===== src/rtl/hs32_intc_pkg.sv =====
// Shared constants for the hs32 interrupt controller: FSM encodings, vector
// stride default, mask reset value and the vector address helper.
package hs32_intc_pkg;

    localparam int unsigned IDX_W          = 5;
    localparam int unsigned VEC_STRIDE_DEF = 4;

    localparam logic [1:0] ST_IDLE = 2'd0;
    localparam logic [1:0] ST_REQ  = 2'd1;
    localparam logic [1:0] ST_SVC  = 2'd2;

    // Every channel starts masked; sliced to NCH bits by the user.
    localparam logic [31:0] MASK_RST = 32'hFFFF_FFFF;

    // Slot 0 of the vector table is reserved, so channel n lives at slot n+1.
    function automatic logic [31:0] vec_addr(input logic [31:0]      base,
                                             input logic [IDX_W-1:0] idx,
                                             input logic [31:0]      stride);
        logic [31:0] slot;
        slot = {{(32-IDX_W){1'b0}}, idx} + 32'd1;
        return base + stride * slot;
    endfunction

endpackage


===== src/rtl/hs32_intc_if.sv =====
// CPU-side bundle of the interrupt controller: requests, mask port, vector
// handshake (intrq/ack/eoi) and status.
interface hs32_intc_if #(
    parameter int NCH = 24
) ();
    logic            enable;
    logic [NCH-1:0]  irq;
    logic [31:0]     base;
    logic            mask_we;
    logic [NCH-1:0]  mask_wdata;
    logic            ack;
    logic            eoi;
    logic            intrq;
    logic [31:0]     addi;
    logic [NCH-1:0]  pending;
    logic            busy;

    modport master (
        output enable, irq, base, mask_we, mask_wdata, ack, eoi,
        input  intrq, addi, pending, busy
    );

    modport slave (
        input  enable, irq, base, mask_we, mask_wdata, ack, eoi,
        output intrq, addi, pending, busy
    );
endinterface


===== src/rtl/hs32_prio_enc.sv =====
// Lowest-index-first priority encoder; purely combinational.
module hs32_prio_enc
    import hs32_intc_pkg::*;
#(
    parameter int NCH = 24
) (
    input  logic [NCH-1:0]   req_i,
    output logic [IDX_W-1:0] idx_o,
    output logic             vld_o
);

    // Scan downwards so the last hit, i.e. the lowest set index, wins.
    always_comb begin
        idx_o = '0;
        vld_o = 1'b0;
        for (int i = NCH - 1; i >= 0; i--) begin
            if (req_i[i]) begin
                idx_o = i[IDX_W-1:0];
                vld_o = 1'b1;
            end
        end
    end

endmodule


===== src/rtl/hs32_intc.sv =====
// Vectored interrupt controller: sticky pending, mask, IDLE->REQ->SVC handshake.
// Level capture by default; rising-edge capture with HS32_INTC_EDGE_EN defined.
module hs32_intc
    import hs32_intc_pkg::*;
#(
    parameter int NCH        = 24,
    parameter int VEC_STRIDE = VEC_STRIDE_DEF
) (
    input  logic       clk,
    input  logic       reset,
    hs32_intc_if.slave bus
);

    logic [1:0]       state_q, state_d;
    logic [NCH-1:0]   pending_q, pending_d;
    logic [NCH-1:0]   mask_q, mask_d;
    logic [IDX_W-1:0] cur_q, cur_d;
    logic             intrq_q, intrq_d;
    logic [31:0]      addi_q, addi_d;
    logic             busy_q, busy_d;

    logic [NCH-1:0]   cap;
    logic [NCH-1:0]   clr_vec;
    logic [NCH-1:0]   eligible;
    logic [IDX_W-1:0] sel_idx;
    logic             sel_vld;

`ifdef HS32_INTC_EDGE_EN
    logic [NCH-1:0] irq_prev_q;

    always_ff @(posedge clk or posedge reset) begin
        if (reset) begin
            irq_prev_q <= '0;
        end else begin
            irq_prev_q <= bus.irq;
        end
    end

    assign cap = bus.irq & ~irq_prev_q;
`else
    assign cap = bus.irq;
`endif

    assign eligible = pending_q & ~mask_q;

    hs32_prio_enc #(
        .NCH (NCH)
    ) u_prio (
        .req_i (eligible),
        .idx_o (sel_idx),
        .vld_o (sel_vld)
    );

    always_comb begin
        state_d = state_q;
        cur_d   = cur_q;
        intrq_d = intrq_q;
        addi_d  = addi_q;
        busy_d  = busy_q;
        clr_vec = '0;
        case (state_q)
            ST_IDLE: begin
                if (bus.enable && sel_vld) begin
                    cur_d   = sel_idx;
                    intrq_d = 1'b1;
                    addi_d  = vec_addr(bus.base, sel_idx, 32'(VEC_STRIDE));
                    state_d = ST_REQ;
                end
            end
            // cur is frozen here: neither priority nor mask changes re-arbitrate.
            ST_REQ: begin
                if (bus.ack) begin
                    clr_vec = NCH'(1) << cur_q;
                    intrq_d = 1'b0;
                    busy_d  = 1'b1;
                    state_d = ST_SVC;
                end
            end
            ST_SVC: begin
                if (bus.eoi) begin
                    busy_d  = 1'b0;
                    state_d = ST_IDLE;
                end
            end
            default: begin
                intrq_d = 1'b0;
                busy_d  = 1'b0;
                state_d = ST_IDLE;
            end
        endcase
    end

    // A capture in the same cycle as the ack clear keeps the bit set.
    assign pending_d = (pending_q & ~clr_vec) | cap;
    assign mask_d    = bus.mask_we ? bus.mask_wdata : mask_q;

    always_ff @(posedge clk or posedge reset) begin
        if (reset) begin
            state_q   <= ST_IDLE;
            pending_q <= '0;
            mask_q    <= MASK_RST[NCH-1:0];
            cur_q     <= '0;
            intrq_q   <= 1'b0;
            addi_q    <= '0;
            busy_q    <= 1'b0;
        end else begin
            state_q   <= state_d;
            pending_q <= pending_d;
            mask_q    <= mask_d;
            cur_q     <= cur_d;
            intrq_q   <= intrq_d;
            addi_q    <= addi_d;
            busy_q    <= busy_d;
        end
    end

    assign bus.intrq   = intrq_q;
    assign bus.addi    = addi_q;
    assign bus.pending = pending_q;
    assign bus.busy    = busy_q;

endmodule


===== src/flat_wrapper.sv =====
// flat-port wrapper written by rule: the top's interface ports become plain ports
module hs32_intc_flat import hs32_intc_pkg::*;
#(
    parameter int NCH        = 24,
    parameter int VEC_STRIDE = VEC_STRIDE_DEF
)
  (clk, reset, bus_enable, bus_irq, bus_base, bus_mask_we, bus_mask_wdata, bus_ack, bus_eoi, bus_intrq, bus_addi, bus_pending, bus_busy);
  hs32_intc_if #(.NCH(NCH)) bus_i ();
  input  logic clk;
  input  logic reset;
  input wire logic [$bits(bus_i.enable)-1:0] bus_enable;
  input wire logic [$bits(bus_i.irq)-1:0] bus_irq;
  input wire logic [$bits(bus_i.base)-1:0] bus_base;
  input wire logic [$bits(bus_i.mask_we)-1:0] bus_mask_we;
  input wire logic [$bits(bus_i.mask_wdata)-1:0] bus_mask_wdata;
  input wire logic [$bits(bus_i.ack)-1:0] bus_ack;
  input wire logic [$bits(bus_i.eoi)-1:0] bus_eoi;
  output wire logic [$bits(bus_i.intrq)-1:0] bus_intrq;
  output wire logic [$bits(bus_i.addi)-1:0] bus_addi;
  output wire logic [$bits(bus_i.pending)-1:0] bus_pending;
  output wire logic [$bits(bus_i.busy)-1:0] bus_busy;
  assign bus_i.enable = bus_enable;
  assign bus_i.irq = bus_irq;
  assign bus_i.base = bus_base;
  assign bus_i.mask_we = bus_mask_we;
  assign bus_i.mask_wdata = bus_mask_wdata;
  assign bus_i.ack = bus_ack;
  assign bus_i.eoi = bus_eoi;
  assign bus_intrq = bus_i.intrq;
  assign bus_addi = bus_i.addi;
  assign bus_pending = bus_i.pending;
  assign bus_busy = bus_i.busy;
  hs32_intc #(.NCH(NCH), .VEC_STRIDE(VEC_STRIDE)) u_core (.clk(clk), .reset(reset), .bus(bus_i));
endmodule

===== config.mk =====
export PLATFORM = sky130hd
export DESIGN_NAME = hs32_intc_flat
export DESIGN_NICKNAME = d
export VERILOG_FILES = /design/src/rtl/hs32_intc_pkg.sv /design/src/rtl/hs32_intc_if.sv /design/src/rtl/hs32_prio_enc.sv /design/src/rtl/hs32_intc.sv /design/src/flat_wrapper.sv
export SDC_FILE = /design/constraint.sdc
export NUM_CORES = 1
export LEC_CHECK = 0
export ABC_CLOCK_PERIOD_IN_PS = 7100
export BUFFER_PORTS_ARGS = -buffer_cell sky130_fd_sc_hd__buf_2
export CAP_MARGIN = 20
export CORE_ASPECT_RATIO = 1.75
export CORE_MARGIN = 4
export CORE_UTILIZATION = 45
export CTS_CLUSTER_DIAMETER = 40
export CTS_CLUSTER_SIZE = 14
export DETAILED_ROUTE_END_ITERATION = 16
export PLACE_DENSITY = 0.69
export SYNTH_ARGS = -nofsm -noshare
export SYNTH_HDL_FRONTEND = slang
export SYNTH_HIERARCHICAL = 1
export SYNTH_SLANG_ARGS = --single-unit

===== constraint.sdc =====
create_clock -name clk -period 7.1 [get_ports clk]
set_clock_uncertainty 0.05 [all_clocks]
set_input_delay 1.065 -clock clk [delete_from_list [all_inputs] [get_ports clk]]
set_output_delay 1.065 -clock clk [all_outputs]
set_load 0.005 [all_outputs]

==> impl_metrics.env <==
export IMPL_power_mw=1.67
export IMPL_cts_buffer_depth=2
export IMPL_io_buffers=143
export IMPL_cts_root_buf="clkbuf_16"
export IMPL_drtIter0Drc=139
export IMPL_p_sw_share_pct=33.0
export IMPL_period_needed_ns=4.63
export IMPL_syn_inst=476
export IMPL_cts_buffers=9
export IMPL_setup_tns_ns=0
export IMPL_die_x_um=85.1
export IMPL_syn_area_per_cell_sq_um=9.85
export IMPL_clk_latency_ns=0.34
export IMPL_std_cell_rows=49
export IMPL_tightest_slew_ns=0.903
export IMPL_dp_hpwl_mm=10.0
export IMPL_p_switching_mw=0.550
export IMPL_final_nets=711
export IMPL_cap_violations=0
export IMPL_critPathKind="reg2reg"
export IMPL_power_density_nw_per_um2=286
export IMPL_crit_path_cell_trace="nor2b_1, nor4_2, o21ai_1, o311a_1, a2111oi_1, ha_1, nand3_1, xnor2_1, ha_1, nor2_1, o21ai_1, nand4_1, xor2_1, o21ai_0"
export IMPL_cts_resized=0
export IMPL_antenna_found_initial=0
export IMPL_initial_core_util_pct=45.8
export IMPL_p_seq_share_pct=43.0
export IMPL_dieArea_sq_um=12200
export IMPL_crit_fanout=12
export IMPL_ys_flop_type="dfrtp_1"
export IMPL_clock_power_share_pct=28.3
export IMPL_area_growth_pct=24.2
export IMPL_fillers=954
export IMPL_track_usage_pct=21.8
export IMPL_wire_per_inst_um=17.0
export IMPL_die_h_um=143
export IMPL_syn_nets=570
export IMPL_path_clk_slew_ns=0.07
export IMPL_share_comb_of_total_power_pct=28.6
export IMPL_grt_max_degree=67
export IMPL_synth_edf_count=0
export IMPL_p_int_mw=1.11
export IMPL_crit_path_max_incr_delay_ns=0.75
export IMPL_diodes=0
export IMPL_ys_ff_latch=89
export IMPL_synthDominantCellAreaShare_pct=34.7
export IMPL_final_cells=749
export IMPL_gp_congestion=0.879
export IMPL_async_reset_ff_share_pct=100
export IMPL_htree_levels=3
export IMPL_detail_route_antenna_nets=0
export IMPL_seq_area_sq_um=2260
export IMPL_path_buf_inv=0
export IMPL_slew_headroom_pct=39.6
export IMPL_yosysTopAreaCell="dfrtp_1"
export IMPL_p_leak_nw=2.50
export IMPL_grt_ovfl_total=0
export IMPL_routed_wl_mm=12.8
export IMPL_syn_cell_area_sq_um=4690
export IMPL_core_area_sq_um=10200
export IMPL_cp_start_kind="flop"
export IMPL_rsz0062_at_grt="false"
export IMPL_seq_area_frac_synth_pct=48.2
export IMPL_min_path_type="reg2reg"
export IMPL_finalHoldViolations=0
export IMPL_multiInputGateArea_sq_um=2350
export IMPL_via_per_inst=5.40
export IMPL_cp_required_ns=7.25
export IMPL_grt_pass1_wl_mm=20.8
export IMPL_drt_pass1_iterations=4
export IMPL_vias=4043
export IMPL_critPathArrivalTime_ns=4.78
export IMPL_report_final_slew_viol_count=0
export IMPL_post_cts_buffers=0
export IMPL_status="finished clean"
export IMPL_drive_gt1_share_pct=36.0
export IMPL_postCtsHoldBufs=0
export IMPL_cp_top_family="compound AO/OA/AOI/OAI gates"
export IMPL_synth_warnings=6
export IMPL_period_share_pct=65.2
export IMPL_cpMaxStageDelayCell="a2111oi_1"
export IMPL_grt_pass1_vias=4304
export IMPL_cts_sinks=89
export IMPL_fmax_mhz=216
export IMPL_ioPinCount=144
export IMPL_peakVddDrop_uv=163
export IMPL_synthTopCellsByArea="dfrtp_1 35%, dfstp_2 13%, nand2_1 7.4%"
export IMPL_cts_tree="done"
export IMPL_finalSetupViolations=0
export IMPL_drc=0
export IMPL_dp_cells=732
export IMPL_cp_end_kind="flop"
export IMPL_synth_distinct_cells=52
## placed cells by master (no fill, tap or decap), drive strengths merged, types with 4 or more instances in the layout
| master | instances |
|---|---|
| and3 | 5 |
| nand4 | 12 |
| a211oi | 7 |
| mux2 | 24 |
| o21bai | 4 |
| xnor2 | 16 |
| nor2 | 19 |
| o21ai | 35 |
| nor4 | 8 |
| xor2 | 12 |
| inv | 7 |
| nand3 | 16 |
| clkbuf | 10 |
| buf | 146 |
| a21oi | 8 |
| dfstp | 24 |
| nor2b | 31 |
| a21o | 29 |
| nand2 | 93 |
| ha | 7 |
| nor3 | 8 |
| dfrtp | 65 |
## worst min-delay path: cells and delay by family (launching register included)
kind	cells	cell delay (ns)
and+or+nand+nor	2	0.11
DFF	1	0.34
## worst paths after layout
check / from / endpoint / slack [ns] / cells after the start
max: u_core/mask_q[12] / u_core/bus.addi[14] / 2.47 / 14
min reg2reg: u_core/bus.addi[3] / u_core/bus.addi[3] / 0.42 / 2
max in group asynchronous: reset / u_core/bus.addi[21] / 5.14 / 3
max reg2reg: u_core/mask_q[12] / u_core/bus.addi[14] / 2.47 / 14
min: u_core/bus.addi[3] / u_core/bus.addi[3] / 0.42 / 2
min in group asynchronous: reset / u_core/bus.pending[0] / 0.77 / 2
## metrics by stage
step | setup slack [ns] | hold WS, ns | instance area [sq um] | utilization [%]
after floorplan | 3.39 | 0.419 | 4690 | -
after global placement | 2.47 | 0.406 | 5520 | 53.9
after detailed placement | 2.44 | 0.412 | 5520 | 53.9
after CTS | 2.40 | 0.428 | 5810 | 56.8
after global routing | 2.08 | 0.451 | 5820 | 56.8
final | 2.47 | 0.424 | 5820 | 56.8
## logic make-up after synthesis
group | Yosys count | share of synthesized area, %
compound gates | 95 | 13.9
mux | 25 | 5.98
simple gates | 209 | 22.6
flops | 89 | 48.2
buf+inv | 22 | 1.84
fa+ha+maj | 8 | 2.30
xor+xnor | 28 | 5.23
## cells in the mapped netlist (3+ instances only)
cell      number
ha_1           7
buf_2          3
dfrtp_1       65
o21ai_0       31
mux2_2        24
a21o_1        29
a211oi_1       7
nor2_1        19
nand2_1       93
clkbuf_1      13
and3_1         4
nand3_1       16
nor3_1         8
o21bai_1       4
a21oi_1        8
nand4_1       10
xor2_1        12
nor2b_1       31
and2_1         3
nand2b_1       3
dfstp_2       24
o21ai_1        3
xnor2_1       16
inv_1          6
nor4_1         7
## area by class of cell
class / count / area share [%]
Multi-Input combinational cell: 365 / 40.3
Sequential cell: 89 / 38.8
Timing Repair Buffer: 146 / 12.7
Clock buffer: 10 / 3.93
Tap cell: 127 / 2.73
Clock inverter: 6 / 1.12
Inverter: 6 / 0.408
## state kept, by name (all words and copies together), names as in the netlist
signal / cells
u_core/bus.addi: 32
u_core/bus.busy: 1
u_core/bus.intrq: 1
u_core/bus.pending: 24
u_core/cur_q: 5
u_core/mask_q: 24
u_core/state_q: 2
## routing by layer
metal  vias up  track usage [%]  wire, um
li1       1951                -         -
met1      1941             21.8      4420
met2       127             41.6      7260
met3        24             5.72       762
met4         0             9.01       335
met5         -                0         0
## power by group through the flow
| stage | combinational (mW) | clock, mW | sequential (mW) |
|---|---|---|---|
| 2_1_floorplan | 0.263 | 0 | 0.723 |
| 3_3_place_gp | 0.474 | 0 | 0.718 |
| 3_5_place_dp | 0.487 | 0 | 0.722 |
| 4_1_cts | 0.488 | 0.486 | 0.718 |
| 5_1_grt | 0.544 | 0.511 | 0.737 |
| 6_report | 0.477 | 0.472 | 0.716 |
Power figures use the tool's default switching activity.
